[src/rtl/log_buf_if.sv]
// log_buf_if
//  Bundles the result-buffer traffic: the upstream sample/result strobe,
//  the downstream valid/ready drain and the occupancy/overflow status.
//  master : producer/consumer side (drives in_valid, log_value, out_ready)
//  slave  : log_result_buffer side (drives out_data, out_valid, count,
//           full, overflow and, with LOG_BUF_STATS_EN, drop_cnt)
//  Optional feature macro: LOG_BUF_STATS_EN adds the drop_cnt status bus.
interface log_buf_if #(
  parameter int DATA_W = 33,
  parameter int ADDR_W = 3
);
  logic              in_valid;
  logic [DATA_W-1:0] log_value;
  logic [DATA_W-1:0] out_data;
  logic              out_valid;
  logic              out_ready;
  logic [ADDR_W:0]   count;
  logic              full;
  logic              overflow;
`ifdef LOG_BUF_STATS_EN
  logic [7:0]        drop_cnt;

  modport master (
    output in_valid, log_value, out_ready,
    input  out_data, out_valid, count, full, overflow, drop_cnt
  );
  modport slave (
    input  in_valid, log_value, out_ready,
    output out_data, out_valid, count, full, overflow, drop_cnt
  );
`else
  modport master (
    output in_valid, log_value, out_ready,
    input  out_data, out_valid, count, full, overflow
  );
  modport slave (
    input  in_valid, log_value, out_ready,
    output out_data, out_valid, count, full, overflow
  );
`endif
endinterface

[src/rtl/log_result_buffer.sv]
// log_result_buffer
//  Downstream stage of the log pipeline. A token delay line follows every
//  accepted sample through the CORDIC/AU latency; when the token emerges the
//  matching log_value is captured into a first-word-fall-through FIFO that a
//  valid/ready consumer drains. A capture that finds the FIFO full with no
//  simultaneous pop is dropped and sets the sticky overflow flag.
//  Ports:
//    clk    rising-edge clock
//    reset  synchronous, active-high; clears delay line, pointers, count and
//           status flags (FIFO storage itself is not cleared)
//    bus    log_buf_if.slave: in_valid, log_value, out_ready (inputs);
//           out_data, out_valid, count, full, overflow[, drop_cnt] (outputs)
//  Optional feature macro: LOG_BUF_STATS_EN adds a saturating 8-bit
//  dropped-result counter on bus.drop_cnt.
module log_result_buffer #(
  parameter int DATA_W   = 33,
  parameter int DEPTH    = 8,
  parameter int ADDR_W   = 3,
  parameter int PIPE_LAT = 18
) (
  input  logic     clk,
  input  logic     reset,
  log_buf_if.slave bus
);

  logic [PIPE_LAT-1:0] vld_dly;
  logic                cap;
  logic                pop;
  logic                push_ok;
  logic                drop;
  logic [DATA_W-1:0]   mem [DEPTH];
  logic [ADDR_W-1:0]   wr_ptr;
  logic [ADDR_W-1:0]   rd_ptr;
  logic [ADDR_W:0]     count;
  logic                overflow;
  logic                full;
  logic                out_valid;

  // DEPTH is a power of two, so natural ADDR_W-bit rollover is the modulo wrap.
  function automatic logic [ADDR_W-1:0] ptr_inc(input logic [ADDR_W-1:0] p);
    return p + ADDR_W'(1);
  endfunction

  // ---- token delay line: bit k set means a sample entered k+1 cycles ago
  always_ff @(posedge clk) begin
    if (reset) vld_dly <= '0;
    else       vld_dly <= (vld_dly << 1) | PIPE_LAT'(bus.in_valid);
  end

  assign cap = vld_dly[PIPE_LAT-1];

  // ---- FIFO stage: capture, accept/reject decision
  // Status is a pure function of the registered count, so out_ready never
  // reaches out_valid combinationally.
  assign out_valid = (count != '0);
  assign full      = (count == (ADDR_W+1)'(DEPTH));
  assign pop       = out_valid && bus.out_ready;
  // A full FIFO can still take the capture when the head leaves on the same edge.
  assign push_ok   = cap && (!full || pop);
  assign drop      = cap && full && !pop;

  always_ff @(posedge clk) begin
    if (push_ok) mem[wr_ptr] <= bus.log_value;
  end

  always_ff @(posedge clk) begin
    if (reset) begin
      wr_ptr   <= '0;
      rd_ptr   <= '0;
      count    <= '0;
      overflow <= 1'b0;
    end else begin
      if (push_ok) wr_ptr <= ptr_inc(wr_ptr);
      if (pop)     rd_ptr <= ptr_inc(rd_ptr);
      case ({push_ok, pop})
        2'b10:   count <= count + (ADDR_W+1)'(1);
        2'b01:   count <= count - (ADDR_W+1)'(1);
        default: count <= count;
      endcase
      if (drop) overflow <= 1'b1;
    end
  end

`ifdef LOG_BUF_STATS_EN
  logic [7:0] drop_cnt;

  function automatic logic [7:0] sat_inc8(input logic [7:0] v);
    return (v == 8'hFF) ? v : v + 8'd1;
  endfunction

  always_ff @(posedge clk) begin
    if (reset)     drop_cnt <= '0;
    else if (drop) drop_cnt <= sat_inc8(drop_cnt);
  end

  assign bus.drop_cnt = drop_cnt;
`endif

  // ---- output stage: FWFT head, no read latency
  assign bus.out_data  = mem[rd_ptr];
  assign bus.out_valid = out_valid;
  assign bus.count     = count;
  assign bus.full      = full;
  assign bus.overflow  = overflow;

endmodule

[src/flat_wrapper.sv]
// flat-port wrapper written by rule: the top's interface ports become plain ports
module log_result_buffer_flat 
#(
  parameter int DATA_W   = 33,
  parameter int DEPTH    = 8,
  parameter int ADDR_W   = 3,
  parameter int PIPE_LAT = 18
)
  (clk, reset, bus_in_valid, bus_log_value, bus_out_ready, bus_out_data, bus_out_valid, bus_count, bus_full, bus_overflow);
  log_buf_if #(.DATA_W(DATA_W), .ADDR_W(ADDR_W)) bus_i ();
  input  logic clk;
  input  logic reset;
  input wire logic [$bits(bus_i.in_valid)-1:0] bus_in_valid;
  input wire logic [$bits(bus_i.log_value)-1:0] bus_log_value;
  input wire logic [$bits(bus_i.out_ready)-1:0] bus_out_ready;
  output wire logic [$bits(bus_i.out_data)-1:0] bus_out_data;
  output wire logic [$bits(bus_i.out_valid)-1:0] bus_out_valid;
  output wire logic [$bits(bus_i.count)-1:0] bus_count;
  output wire logic [$bits(bus_i.full)-1:0] bus_full;
  output wire logic [$bits(bus_i.overflow)-1:0] bus_overflow;
  assign bus_i.in_valid = bus_in_valid;
  assign bus_i.log_value = bus_log_value;
  assign bus_i.out_ready = bus_out_ready;
  assign bus_out_data = bus_i.out_data;
  assign bus_out_valid = bus_i.out_valid;
  assign bus_count = bus_i.count;
  assign bus_full = bus_i.full;
  assign bus_overflow = bus_i.overflow;
  log_result_buffer #(.DATA_W(DATA_W), .DEPTH(DEPTH), .ADDR_W(ADDR_W), .PIPE_LAT(PIPE_LAT)) u_core (.clk(clk), .reset(reset), .bus(bus_i));
endmodule
[config.mk]
export PLATFORM = sky130hd
export DESIGN_NAME = log_result_buffer_flat
export DESIGN_NICKNAME = d
export VERILOG_FILES = /design/src/rtl/log_buf_if.sv /design/src/rtl/log_result_buffer.sv /design/src/flat_wrapper.sv
export SDC_FILE = /design/constraint.sdc
export NUM_CORES = 1
export LEC_CHECK = 0
export CAP_MARGIN = 10
export CORE_MARGIN = 3
export CORE_UTILIZATION = 23
export DETAILED_ROUTE_END_ITERATION = 8
export GPL_ROUTABILITY_DRIVEN = 0
export SETUP_SLACK_MARGIN = 0.1
export SYNTH_ARGS = -nofsm -noshare
export SYNTH_HDL_FRONTEND = slang
export SYNTH_SLANG_ARGS = --single-unit
[constraint.sdc]
create_clock -name clk -period 11.15 [get_ports clk]
set_clock_uncertainty 0.2 [all_clocks]
set_input_delay 2.23 -clock clk [delete_from_list [all_inputs] [get_ports clk]]
set_output_delay 2.23 -clock clk [all_outputs]
set_load 0.1 [all_outputs]
==> summary.txt, run 1 <==
Outcome
  • Status: completed

CTS
  • CTS buffer count: 31
  • Setup bufs post-CTS: 0
  • Maximum root-to-sink buffer count: 3
  • # resized after CTS: 0
  • Clock Pin Slew Worst Setup and Hold Paths: 0.06 ns
  • Post-CTS Hold Fix Bufs: 0
  • Root Driver: clkbuf_16
  • Worst skew pair latency: 0.54 ns
  • H-tree levels: 1
  • CTS sink count: 296
  • CTS tree: built

Routing
  • ANT nets after route: 0
  • Via-to-Cell Ratio: 4.04
  • Residual DRC count: 0
  • Drt pass-1 iters: 6
  • Vias: 4953
  • Drt wl/cell: 18.7 um
  • Iter 0 DRT Violations: 229
  • Final wirelength: 23000 um

Worst setup path
  • Worst r2r dst: u_core.mem[1][22]
  • Critical path class: reg2out
  • Crit path cell chain: buf_4 > mux4_2 > mux2_2 > clkdlybuf4s50_1
  • CP top delay family: buffers and inverters
  • Flop2flop setup slack: 8.00 ns
  • Slowest cell on crit path: clkdlybuf4s50_1
  • Reg2reg start: u_core.bus.count[1]
  • Worst Path Max Fanout: 42
  • Req. time, crit path: 8.72 ns
  • Max incr delay on CP: 0.98 ns
  • Crit path buf inv count: 2
  • Critical Path Sink Type: primary output
  • Worst reg2reg path depth: 4
  • Arr. time, crit path: 3.92 ns
  • Setup crit start kind: register

Timing
  • Hold Fails Final Rpt: 0
  • Setup TNS after final layout: 0 ns
  • RSZ-0062 raised after global routing: false
  • Final min period: 6.35 ns
  • Max-slew violation count: 0
  • Fmax: 157 MHz
  • Final setup viols: 0
  • Final period utilization: 57.0%
  • Slew headroom: 27.0%
  • Slew @ Worst Pin: 1.09 ns

Global routing
  • GRT Util Overall: 8.93%
  • GRT overflow: 0
  • Vias in the first global route: 5276
  • First-pass GRT wire length: 34100 um
  • Largest net degree at the start of global routing: 67
  • Initial antenna violation count: 1

Synthesis
  • FF+latch count, synth: 296
  • Synthesized net count: 540
  • Post-synth EDFFs: 264
  • Most used DFF post-synth: edfxtp_1
  • Distinct cell type count after synthesis: 31
  • Syn Inst Count: 498
  • Sequential share of the synthesized area: 77.4%
  • Ys async rst share: 0%
  • Post-Syn Area: 11100 sq um
  • Mean Syn Cell Area: 22.2 sq um
  • YS warnings: 0

Pwr
  • Maximum VDD drop: 0.114 mV
  • Lkg Pwr: 4.13 nW
  • Pwr Density: 161 nW/um^2

Final layout
  • Ant diodes: 0
  • NumNets Final: 638
  • Layout cell share with drive strength beyond 1: 27.1%
  • Synth-to-layout area growth: 22.6%
  • Register Area: 8580 sq um
  • Filler Cell Count: 4607
  • Multi-input gate area: 2420 sq um
  • Most frequent cells in the layout: edfxtp_1, clkdlybuf4s50_1, mux4_2, mux2_2, clkbuf_16
  • Leading cell type in the layout, fill and taps excluded: edfxtp_1
  • Final core occ: 28.8%

Floorplanning
  • Placeable Area: 47100 sq um
  • Die Height: 225 um
  • Placement Rows: 79
  • Die W: 225 um
  • Initial Util: 23.5%
  • Die area: 50800 sq um
  • Io pins: 77

Placed design
  • PortBufs: 76
  • Dpl hpwl: 12700 um

Flow run
  • Maxcap violations: 0

Worst hold path
  • WHS Path Cells: 1
  • HP Class: reg2reg
  • HP Start: u_core.vld_dly[3]
  • Hold EP: u_core.vld_dly[4]
[cell type report]
cell class / count / share of cell area, %
clock inverters: 22 / 1.13
repair buffers: 88 / 6.27
well taps: 607 / 5.60
flip-flops and latches: 296 / 63.2
clock buffers: 35 / 5.83
multi-input cells: 177 / 17.9
inverters: 2 / 0.0554
[cell families after synthesis]
| family | share of synthesized area [%] |
|---|---|
| flip-flops | 77.4 |
| multiplexers | 17.1 |
| AND/OR/NAND/NOR | 2.57 |
| buffers and inverters | 1.10 |
| AO/OA/AOI/OAI | 0.690 |
| XOR/XNOR | 0.554 |
| adder cells (fa/ha/maj) | 0.565 |
[cell usage after synthesis (3+ instances only)]
cell type / count / area share, %
nand2_1: 3 / 0.10
clkbuf_1: 6 / 0.20
buf_4: 3 / 0.20
buf_2: 8 / 0.36
ha_1: 5 / 0.57
nor2b_1: 22 / 1.2
nor3_1: 4 / 0.18
nor2_1: 13 / 0.44
edfxtp_1: 264 / 72
xor2_1: 7 / 0.55
a21oi_1: 5 / 0.23
mux2_2: 34 / 3.5
dfxtp_1: 32 / 5.8
mux4_2: 66 / 13
buf_1: 5 / 0.17
[state kept, by name, summed over array words and instances (netlist names), named ones only]
name,flops
u_core.mem,264
u_core.vld_dly,18
u_core.bus.count,4
u_core.rd_ptr,3
u_core.wr_ptr,3
u_core.bus.overflow,1
[through the flow]
| stage | std cells | hold slack [ns] | worst slack [ns] | cell area [sq um] | total power, W |
|---|---|---|---|---|---|
| 5_1_grt | 1227 | 0.248 | 4.47 | 13600 | 0.00226 |
| 2_1_floorplan | 498 | 0.214 | 4.67 | 11100 | 0.00123 |
| 3_5_place_dp | 1170 | 0.225 | 5.19 | 12600 | 0.00126 |
| 4_1_cts | 1227 | 0.239 | 4.60 | 13600 | 0.00222 |
| 6_report | 1227 | 0.235 | 4.80 | 13600 | 0.00218 |
| 3_3_place_gp | 1170 | 0.220 | 5.22 | 12600 | 0.00125 |
[routing by layer]
layer | vias up | global-route usage, % | share of wire, %
met5 | - | 0 | 0.057
met4 | 2 | 2.13 | 1.5
met3 | 26 | 2.23 | 5.4
met2 | 88 | 15.2 | 50
met1 | 2598 | 11.5 | 43
li1 | 2239 | - | -
[worst max-delay path by stage]
stage / to / from / cells past startpoint
2_1_floorplan: u_core.mem[0][0] / bus_out_ready / 3
3_3_place_gp: bus_out_data[18] / register / 4
3_5_place_dp: bus_out_data[32] / register / 4
4_1_cts: bus_out_data[32] / register / 4
5_1_grt: bus_out_data[32] / register / 4
6_report: bus_out_data[18] / register / 4
[power breakdown]
group           total, W  leakage (nW)  switching, W  internal [W]
clock network   0.000950         0.460      0.000400      0.000551
registers        0.00121          2.63  0.0000000964       0.00121
logic          0.0000260          1.04     0.0000144     0.0000116
total            0.00218          4.13      0.000414       0.00177
Power figures use the tool's default switching activity.
==> run 2: changes to the inputs <==
==> constraint.sdc (replaced) <==
create_clock -name clk -period 6 [get_ports clk]
set_clock_uncertainty 0.2 [all_clocks]
set_input_delay 1.2 -clock clk [delete_from_list [all_inputs] [get_ports clk]]
set_output_delay 1.2 -clock clk [all_outputs]
set_load 0.1 [all_outputs]
==> summary.txt, run 2 (synthesis results as in run 1) <==
Floorplanning
  • Io pins: 77 (unchanged)
  • Die Height: 225 um (unchanged)
  • Placeable Area: 47100 sq um (unchanged)
  • Die W: 225 um (unchanged)
  • Initial Util: 23.5% (unchanged)
  • Placement Rows: 79 (unchanged)
  • Die area: 50800 sq um (unchanged)

Timing
  • Final setup viols: 0 (unchanged)
  • Slew @ Worst Pin: 1.09 ns (+0.00474 ns)
  • Final period utilization: 82.3%
  • Max-slew violation count: 0 (unchanged)
  • Fmax: 203 MHz
  • Final min period: 4.94 ns
  • Slew headroom: 26.8% (-0.15 points)
  • RSZ-0062 raised after global routing: false
  • Hold Fails Final Rpt: 0 (unchanged)
  • Setup TNS after final layout: 0 ns (unchanged)

CTS
  • Setup bufs post-CTS: 0 (unchanged)
  • CTS buffer count: 34 (+9.7%)
  • Clock Pin Slew Worst Setup and Hold Paths: 0.06 ns (about the same)
  • Maximum root-to-sink buffer count: 3 (unchanged)
  • CTS sink count: 296 (unchanged)
  • Worst skew pair latency: 0.51 ns (-0.03 ns)
  • H-tree levels: 2 (+1)
  • # resized after CTS: 0 (unchanged)
  • Root Driver: clkbuf_16
  • Post-CTS Hold Fix Bufs: 0 (unchanged)
  • CTS tree: built

Routing
  • Iter 0 DRT Violations: 238 (+3.9%)
  • Drt pass-1 iters: 4 (-2)
  • Final wirelength: 22800 um (-0.59%)
  • Drt wl/cell: 18.6 um (-0.75%)
  • ANT nets after route: 0 (unchanged)
  • Residual DRC count: 0 (unchanged)
  • Via-to-Cell Ratio: 4.07 (+0.85%)
  • Vias: 5003 (+1.0%)

Final layout
  • Most frequent cells in the layout: edfxtp_1, clkdlybuf4s50_1, mux4_2, clkbuf_16, mux2_2
  • Top reg by flops: u_core.mem
  • Largest regs: u_core.mem: 264 flops, u_core.vld_dly: 18 flops, u_core.bus.count: 4 flops
  • Layout cell share with drive strength beyond 1: 27.5% (+0.40 points)
  • Final core occ: 29.1% (+0.31 points)
  • Final non-filler cell total: 1229 (+0.16%)
  • Filler Cell Count: 4591 (-0.35%)
  • NumNets Final: 641 (+0.47%)
  • Leading cell type in the layout, fill and taps excluded: edfxtp_1
  • Synth-to-layout area growth: 23.9%
  • Register Area: 8580 sq um (unchanged)
  • Largest register FFs: 264 (unchanged)
  • Ant diodes: 0 (unchanged)
  • Multi-input gate area: 2420 sq um (unchanged)

Global routing
  • Largest net degree at the start of global routing: 67 (unchanged)
  • GRT overflow: 0 (unchanged)
  • GRT Util Overall: 9.17% (+0.23 points)
  • Initial antenna violation count: 2 (+1)
  • Vias in the first global route: 5364 (+1.7%)
  • First-pass GRT wire length: 34600 um (+1.6%)

Worst setup path
  • Reg2reg start: u_core.bus.count[0]
  • Arr. time, crit path: 3.54 ns (-0.38 ns)
  • Critical path class: reg2out
  • Setup crit start kind: register
  • Req. time, crit path: 4.60 ns (-4.12 ns)
  • Worst Path Max Fanout: 29 (-31%)
  • Critical Path Sink Type: primary output

Placed design
  • Dpl hpwl: 12900 um (+1.3%)
  • PortBufs: 76 (unchanged)
  • Placed instance count: 1170 (unchanged)

Pwr
  • Pwr Density: 305 nW/um^2 (+89%)
  • Maximum VDD drop: 0.214 mV (+88%)
  • Lkg Pwr: 4.18 nW (+1.4%)

Worst hold path
  • HP Class: reg2reg
  • HP Start: u_core.vld_dly[11]

Outcome
  • Status: completed

Flow run
  • Maxcap violations: 0 (unchanged)
run 2: cell count changes in the layout (fill, tap and decap cells not counted), moves of 2 or more:
cell and change:
clkbuf_1 +4, clkinv_1 -5, clkbuf_16 +4, bufinv_16 -2, clkinv_4 +2, buf_4 -5, clkinv_2 -3, clkbuf_8 +2
buf_12 +5
run 2: per-layer routing:
layer | track usage (%) | vias up | share of wire [%]
li1 | - | 2252 | -
met1 | 12.3 | 2612 | 45
met2 | 14.8 | 97 | 48
met3 | 2.24 | 38 | 4.6
met4 | 2.83 | 4 | 2.0
met5 | 0 | - | 0.11
run 2: final cells by class:
| class | count | share of cell area (%) |
|---|---|---|
| clock buffer | 45 | 6.81 |
| inverter | 2 | 0.0548 |
| multi-input combinational | 177 | 17.7 |
| tap | 607 | 5.54 |
| timing repair buffer | 88 | 6.66 |
| sequential | 296 | 62.6 |
| clock inverter | 14 | 0.676 |
run 2: final timing paths:
check	slack, ns	depth (start not counted)	endpoint
worst min register to register	0.24	1	u_core.vld_dly[12]
worst max register to register	2.90	6	u_core.bus.count[3]
worst min-delay path	0.24	1	u_core.vld_dly[12]
worst max-delay path	1.06	4	bus_out_data[2]
run 2: per-stage QoR:
stage	power (W)	area, sq um	setup WS (ns)	hold slack (ns)
after global routing	0.00434	13700	0.844	0.250
after detailed placement	0.00233	12700	1.49	0.227
after global placement	0.00233	12700	1.50	0.219
final	0.00418	13700	1.06	0.236
after CTS	0.00424	13700	0.921	0.241
after floorplan	0.00229	11100	0.554	0.214
run 2: worst max-delay path, cell delays in order (launching register included):
cell	delay, ns
dfxtp_4	0.74
buf_4	0.41
mux4_2	0.55
mux2_2	0.31
clkdlybuf4s50_1	0.98
run 2: report_power, final:
group	switching (W)	internal, W	leakage [nW]	total, W
combinational	0.0000267	0.0000215	1.05	0.0000482
clock	0.000787	0.00110	0.503	0.00189
sequential	0.000000175	0.00224	2.63	0.00224
total	0.000814	0.00337	4.18	0.00418
